<file path="src/rtl/pipe_stage_reg.sv">
// Pipeline stage register with valid/ready handshake, one-entry skid buffer,
// flush and a saturating bubble counter.
module pipe_stage_reg #(
    parameter int DW = 72,
    parameter int IW = 32,
    parameter int CW = 16
) (
    input  logic          clk,
    input  logic          rst,
    input  logic          flush,
    input  logic          in_valid,
    output logic          in_ready,
    input  logic [DW-1:0] in_data,
    input  logic [IW-1:0] in_inst,
    output logic          out_valid,
    input  logic          out_ready,
    output logic [DW-1:0] out_data,
    output logic [IW-1:0] out_inst,
    output logic [CW-1:0] bubble_cnt
);

    typedef enum logic [1:0] {
        EMPTY = 2'd0,
        ONE   = 2'd1,
        FULL  = 2'd2
    } state_t;

    state_t        state_reg, state_next;
    logic          out_valid_reg, out_valid_next;
    logic [DW-1:0] main_data_reg, main_data_next;
    logic [IW-1:0] main_inst_reg, main_inst_next;
    logic [DW-1:0] skid_data_reg, skid_data_next;
    logic [IW-1:0] skid_inst_reg, skid_inst_next;
    logic [CW-1:0] bubble_reg, bubble_next;

    logic accept;
    logic fire;

    assign in_ready   = (state_reg != FULL);
    assign out_valid  = out_valid_reg;
    assign out_data   = main_data_reg;
    assign out_inst   = main_inst_reg;
    assign bubble_cnt = bubble_reg;

    assign accept = in_valid & in_ready;
    assign fire   = out_valid_reg & out_ready;

    always_ff @(posedge clk or posedge rst) begin
        if (rst) begin
            state_reg     <= EMPTY;
            out_valid_reg <= 1'b0;
            main_data_reg <= '0;
            main_inst_reg <= '0;
            skid_data_reg <= '0;
            skid_inst_reg <= '0;
            bubble_reg    <= '0;
        end else begin
            state_reg     <= state_next;
            out_valid_reg <= out_valid_next;
            main_data_reg <= main_data_next;
            main_inst_reg <= main_inst_next;
            skid_data_reg <= skid_data_next;
            skid_inst_reg <= skid_inst_next;
            bubble_reg    <= bubble_next;
        end
    end

    // main_inst is never cleared on drain or flush so the last tag stays visible.
    always_comb begin
        state_next     = state_reg;
        main_data_next = main_data_reg;
        main_inst_next = main_inst_reg;
        skid_data_next = skid_data_reg;
        skid_inst_next = skid_inst_reg;

        if (flush) begin
            state_next     = EMPTY;
            main_data_next = '0;
            skid_data_next = '0;
            skid_inst_next = '0;
        end else begin
            case (state_reg)
                EMPTY: begin
                    if (accept) begin
                        state_next     = ONE;
                        main_data_next = in_data;
                        main_inst_next = in_inst;
                    end
                end
                ONE: begin
                    if (accept && fire) begin
                        main_data_next = in_data;
                        main_inst_next = in_inst;
                    end else if (accept) begin
                        state_next     = FULL;
                        skid_data_next = in_data;
                        skid_inst_next = in_inst;
                    end else if (fire) begin
                        state_next     = EMPTY;
                        main_data_next = '0;
                    end
                end
                FULL: begin
                    if (fire) begin
                        state_next     = ONE;
                        main_data_next = skid_data_reg;
                        main_inst_next = skid_inst_reg;
                        skid_data_next = '0;
                        skid_inst_next = '0;
                    end
                end
                default: begin
                    state_next     = EMPTY;
                    main_data_next = '0;
                    skid_data_next = '0;
                    skid_inst_next = '0;
                end
            endcase
        end
    end

    assign out_valid_next = (state_next != EMPTY);

    // Saturating count of edges where downstream was ready but idle.
    always_comb begin
        bubble_next = bubble_reg;
        if (out_ready && !out_valid_reg && (bubble_reg != {CW{1'b1}}))
            bubble_next = bubble_reg + 1'b1;
    end

endmodule

</file>
<file path="config.mk">
export PLATFORM = sky130hd
export DESIGN_NAME = pipe_stage_reg
export DESIGN_NICKNAME = d
export VERILOG_FILES = /design/src/rtl/pipe_stage_reg.sv
export SDC_FILE = /design/constraint.sdc
export NUM_CORES = 1
export LEC_CHECK = 0
export ABC_AREA = 1
export CAP_MARGIN = 10
export CORE_AREA = 2 2 168 293
export CTS_CLUSTER_SIZE = 40
export DETAILED_ROUTE_END_ITERATION = 8
export DIE_AREA = 0 0 170 295
export PLACE_DENSITY = 0.56
export SETUP_SLACK_MARGIN = 0.2
export SLEW_MARGIN = 25
export SYNTH_ARGS = -nofsm -noshare
export SYNTH_HDL_FRONTEND = slang
export SYNTH_SLANG_ARGS = --single-unit
export TNS_END_PERCENT = 5
</file>
<file path="constraint.sdc">
create_clock -name clk -period 8.3 [get_ports clk]
set_input_delay 2.075 -clock clk [delete_from_list [all_inputs] [get_ports clk]]
set_output_delay 2.075 -clock clk [all_outputs]
set_load 0.005 [all_outputs]
</file>
==> out/qor.yml <==
outcome:
  status: "complete, no violations"
run:
  maxCapViolCount: 0
clock_network:
  cts_hold_buf: 0
  cts_sinks: 227
  post_cts.repair.setup_buffers: 0
  cts_max_path_buffers: 3
  clk_latency_ns: 0.54
  ctsRootBufferMaster: "clkbuf_16"
  cts-resized-gates: 0
  tritoncts: "yes"
  numCtsBuffers: 25
  h-tree-depth: 1
  clkTransAtPathRegs_ns: 0.07
routing:
  ant_nets: 0
  drc_errors: 0
  vias: 11160
  first_pass_iters: 5
  totalWireLength_um: 38800
  drt_iter0_drc: 689
  wire_per_inst_um: 15.7
  viasPerCell: 4.52
worst_setup_path:
  crit_fanout: 58
  reg2reg_from: "state_reg[0]"
  crit_required_ns: 8.77
  crit_type: "in -> reg"
  cpMostUsedCell: "nand2_1"
  cp.arrival_ns: 5.52
  slowest_delay_ns: 0.81
  startpoint: "out_ready"
  start_kind: "input pin"
  cp_cell_sequence: "clkdlybuf4s50_1 > nand2_1 > nand3_1 > nand2_1 > clkinv_2 > nand2_4 > buf_4 > nand2_1 > nand2_1"
  r2r_setup_slack_ns: 3.95
  cp-end-kind: "flip-flop"
  rr_worst_depth: 10
  slowest_stage: "nand2_4"
  rr_endpoint: "skid_data_reg[53]"
layout:
  syn_to_final_growth_pct: 30.3
  fillers: 5116
  num-nets-final: 1967
  layout-drive-gt1-share_pct: 4.06
  stdcell_count: 2471
die:
  die_y_um: 295
  rows: 106
  ios: 231
  start_util_pct: 24.8
  dieArea_sq_um: 50200
  core_sq_um: 47700
  die_w_um: 170
timing:
  finalHoldViolations: 0
  maxSlewViolCount: 0
  fmax_ghz: 0.198
  fin_crit_sh_pct: 60.8
  maxSlewHeadroom_pct: 34.0
  worst_slack_ns: 3.25
  setup_violations: 0
  rsz0062_at_grt: "false"
  final.setup.tns_ns: 0
  worst_pin_slew_ns: 0.990
  finalCriticalPeriod_ns: 5.05
  fin_skew_ns: 0.0102
logic_synthesis:
  ys_ff_latch: 227
  synth_edf_count: 0
  yosys_warnings: 0
  synth.distinct_cells: 26
  synth_top_area_cell: "dfrtp_1"
  yosysTopAreaCellShare_pct: 48.0
  synth_nets: 1796
  ys_top_cells_by_count: "nand2_1, dfrtp_1, nand3_1, nor2_1, inv_1"
  syn_inst: 1686
  synthArstFlopShare_pct: 100
  avgSynthCellArea_sq_um: 7.02
  synthTopCellsByArea: "dfrtp_1, nand2_1, nand3_1, o21ai_0, nor2_1"
  synth_area_sq_um: 11800
  ys_seq_area_share_pct: 48.0
  synth_most_common_cell: "nand2_1"
  synthFlopType: "dfrtp_1"
grt:
  grt_max_degree: 119
  overflow: 0
  grt_pass1_wl_um: 61200
  grt_antenna_before_repair: 7
  grt.total_usage_pct: 15.5
  grt_pass1_vias: 11191
placement:
  post-place-ws_ns: 2.47
  dp_hpwl_um: 24300
  io_buffer_count: 230
  numPlacedInstances: 2422
  gp_congestion: 0.791
power_and_ir_drop:
  vdd_drop_max_uv: 117
  powerDensity_nw_per_um2: 204
  p_total_mw: 3.15
  p_leak_nw: 7.65
hold_path:
  hold_class: "reg -> reg"
  holdPathEnd: "skid_inst_reg[21]"
  hold_depth: 2
  worstHoldStart: "skid_inst_reg[21]"
-- critical path, delay by kind of cell --
family                 cells  cell delay (ns)
and+or+nand+nor            6             1.60
buffers and inverters      3             1.80
-- kinds of logic (layout without fill, tap and decap cells) --
logic type                 Yosys count  count (layout)  share of synthesized area [%]
and+or+nand+nor                   1035            1035                           35.2
buffers and inverters              262             448                           9.47
DFF                                227             227                           48.0
AOI/OAI and AO/OA                  154             154                           6.73
xor gates and xnor gates             7               7                          0.518
adders and majority gates            1               1                          0.106
other                                0               5                              0
-- worst max path at each step --
stage	slack, ns	end
6_report	3.25	skid_data_reg[53]
2_1_floorplan	3.26	bubble_cnt[0]
4_1_cts	3.04	out_data[62]
3_3_place_gp	2.53	out_data[56]
5_1_grt	2.93	skid_inst_reg[20]
3_5_place_dp	2.47	out_data[62]
-- per-layer routing --
layer / global-route usage, % / routed length (um) / vias to the layer above
li1: - / - / 5539
met4: 7.38 / 1640 / 4
met3: 2.48 / 2030 / 72
met1: 17.2 / 15000 / 5253
met5: 0 / 22 / -
met2: 28.8 / 20100 / 292
-- cell usage in the layout (no fill, tap or decap), types with 3 or more instances in the layout --
cell type / instances
buf_12: 3
buf_4: 16
clkbuf_1: 3
clkbuf_16: 25
clkbuf_8: 4
clkdlybuf4s50_1: 230
clkinv_2: 7
dfrtp_1: 227
diode_2: 5
inv_1: 152
nand2_1: 672
nand3_1: 181
nand4_1: 7
nor2_1: 163
nor2_4: 5
o21ai_0: 138
o21ai_1: 11
xnor2_1: 6
-- cell type report --
class | count | area (sq um) | area share [%]
sequential | 227 | 5680 | 36.9
inverter | 156 | 591 | 3.83
tap | 594 | 743 | 4.82
clock buffer | 32 | 692 | 4.49
clock inverter | 10 | 106 | 0.690
antenna | 5 | 12.5 | 0.0812
multi-input combinational | 1197 | 5070 | 32.9
timing repair buffer | 250 | 2510 | 16.3
-- report_power, final --
group	switching [mW]	total (mW)	internal (mW)	leakage [nW]
Clock	0.475	1.12	0.646	0.396
Sequential	0.0943	1.33	1.23	3.04
Combinational	0.381	0.696	0.315	4.21
Total	0.950	3.15	2.20	7.65
-- metrics by stage --
stage                     hold slack (ns)  area, sq um  utilization, %
after global routing                0.488        15400            32.3
after CTS                           0.474        15400            32.2
after detailed placement            0.458        14600            30.5
final                               0.470        15400            32.3
after floorplan                     0.442        11800               -
after global placement              0.453        14500            30.4
Power figures use the tool's default switching activity.
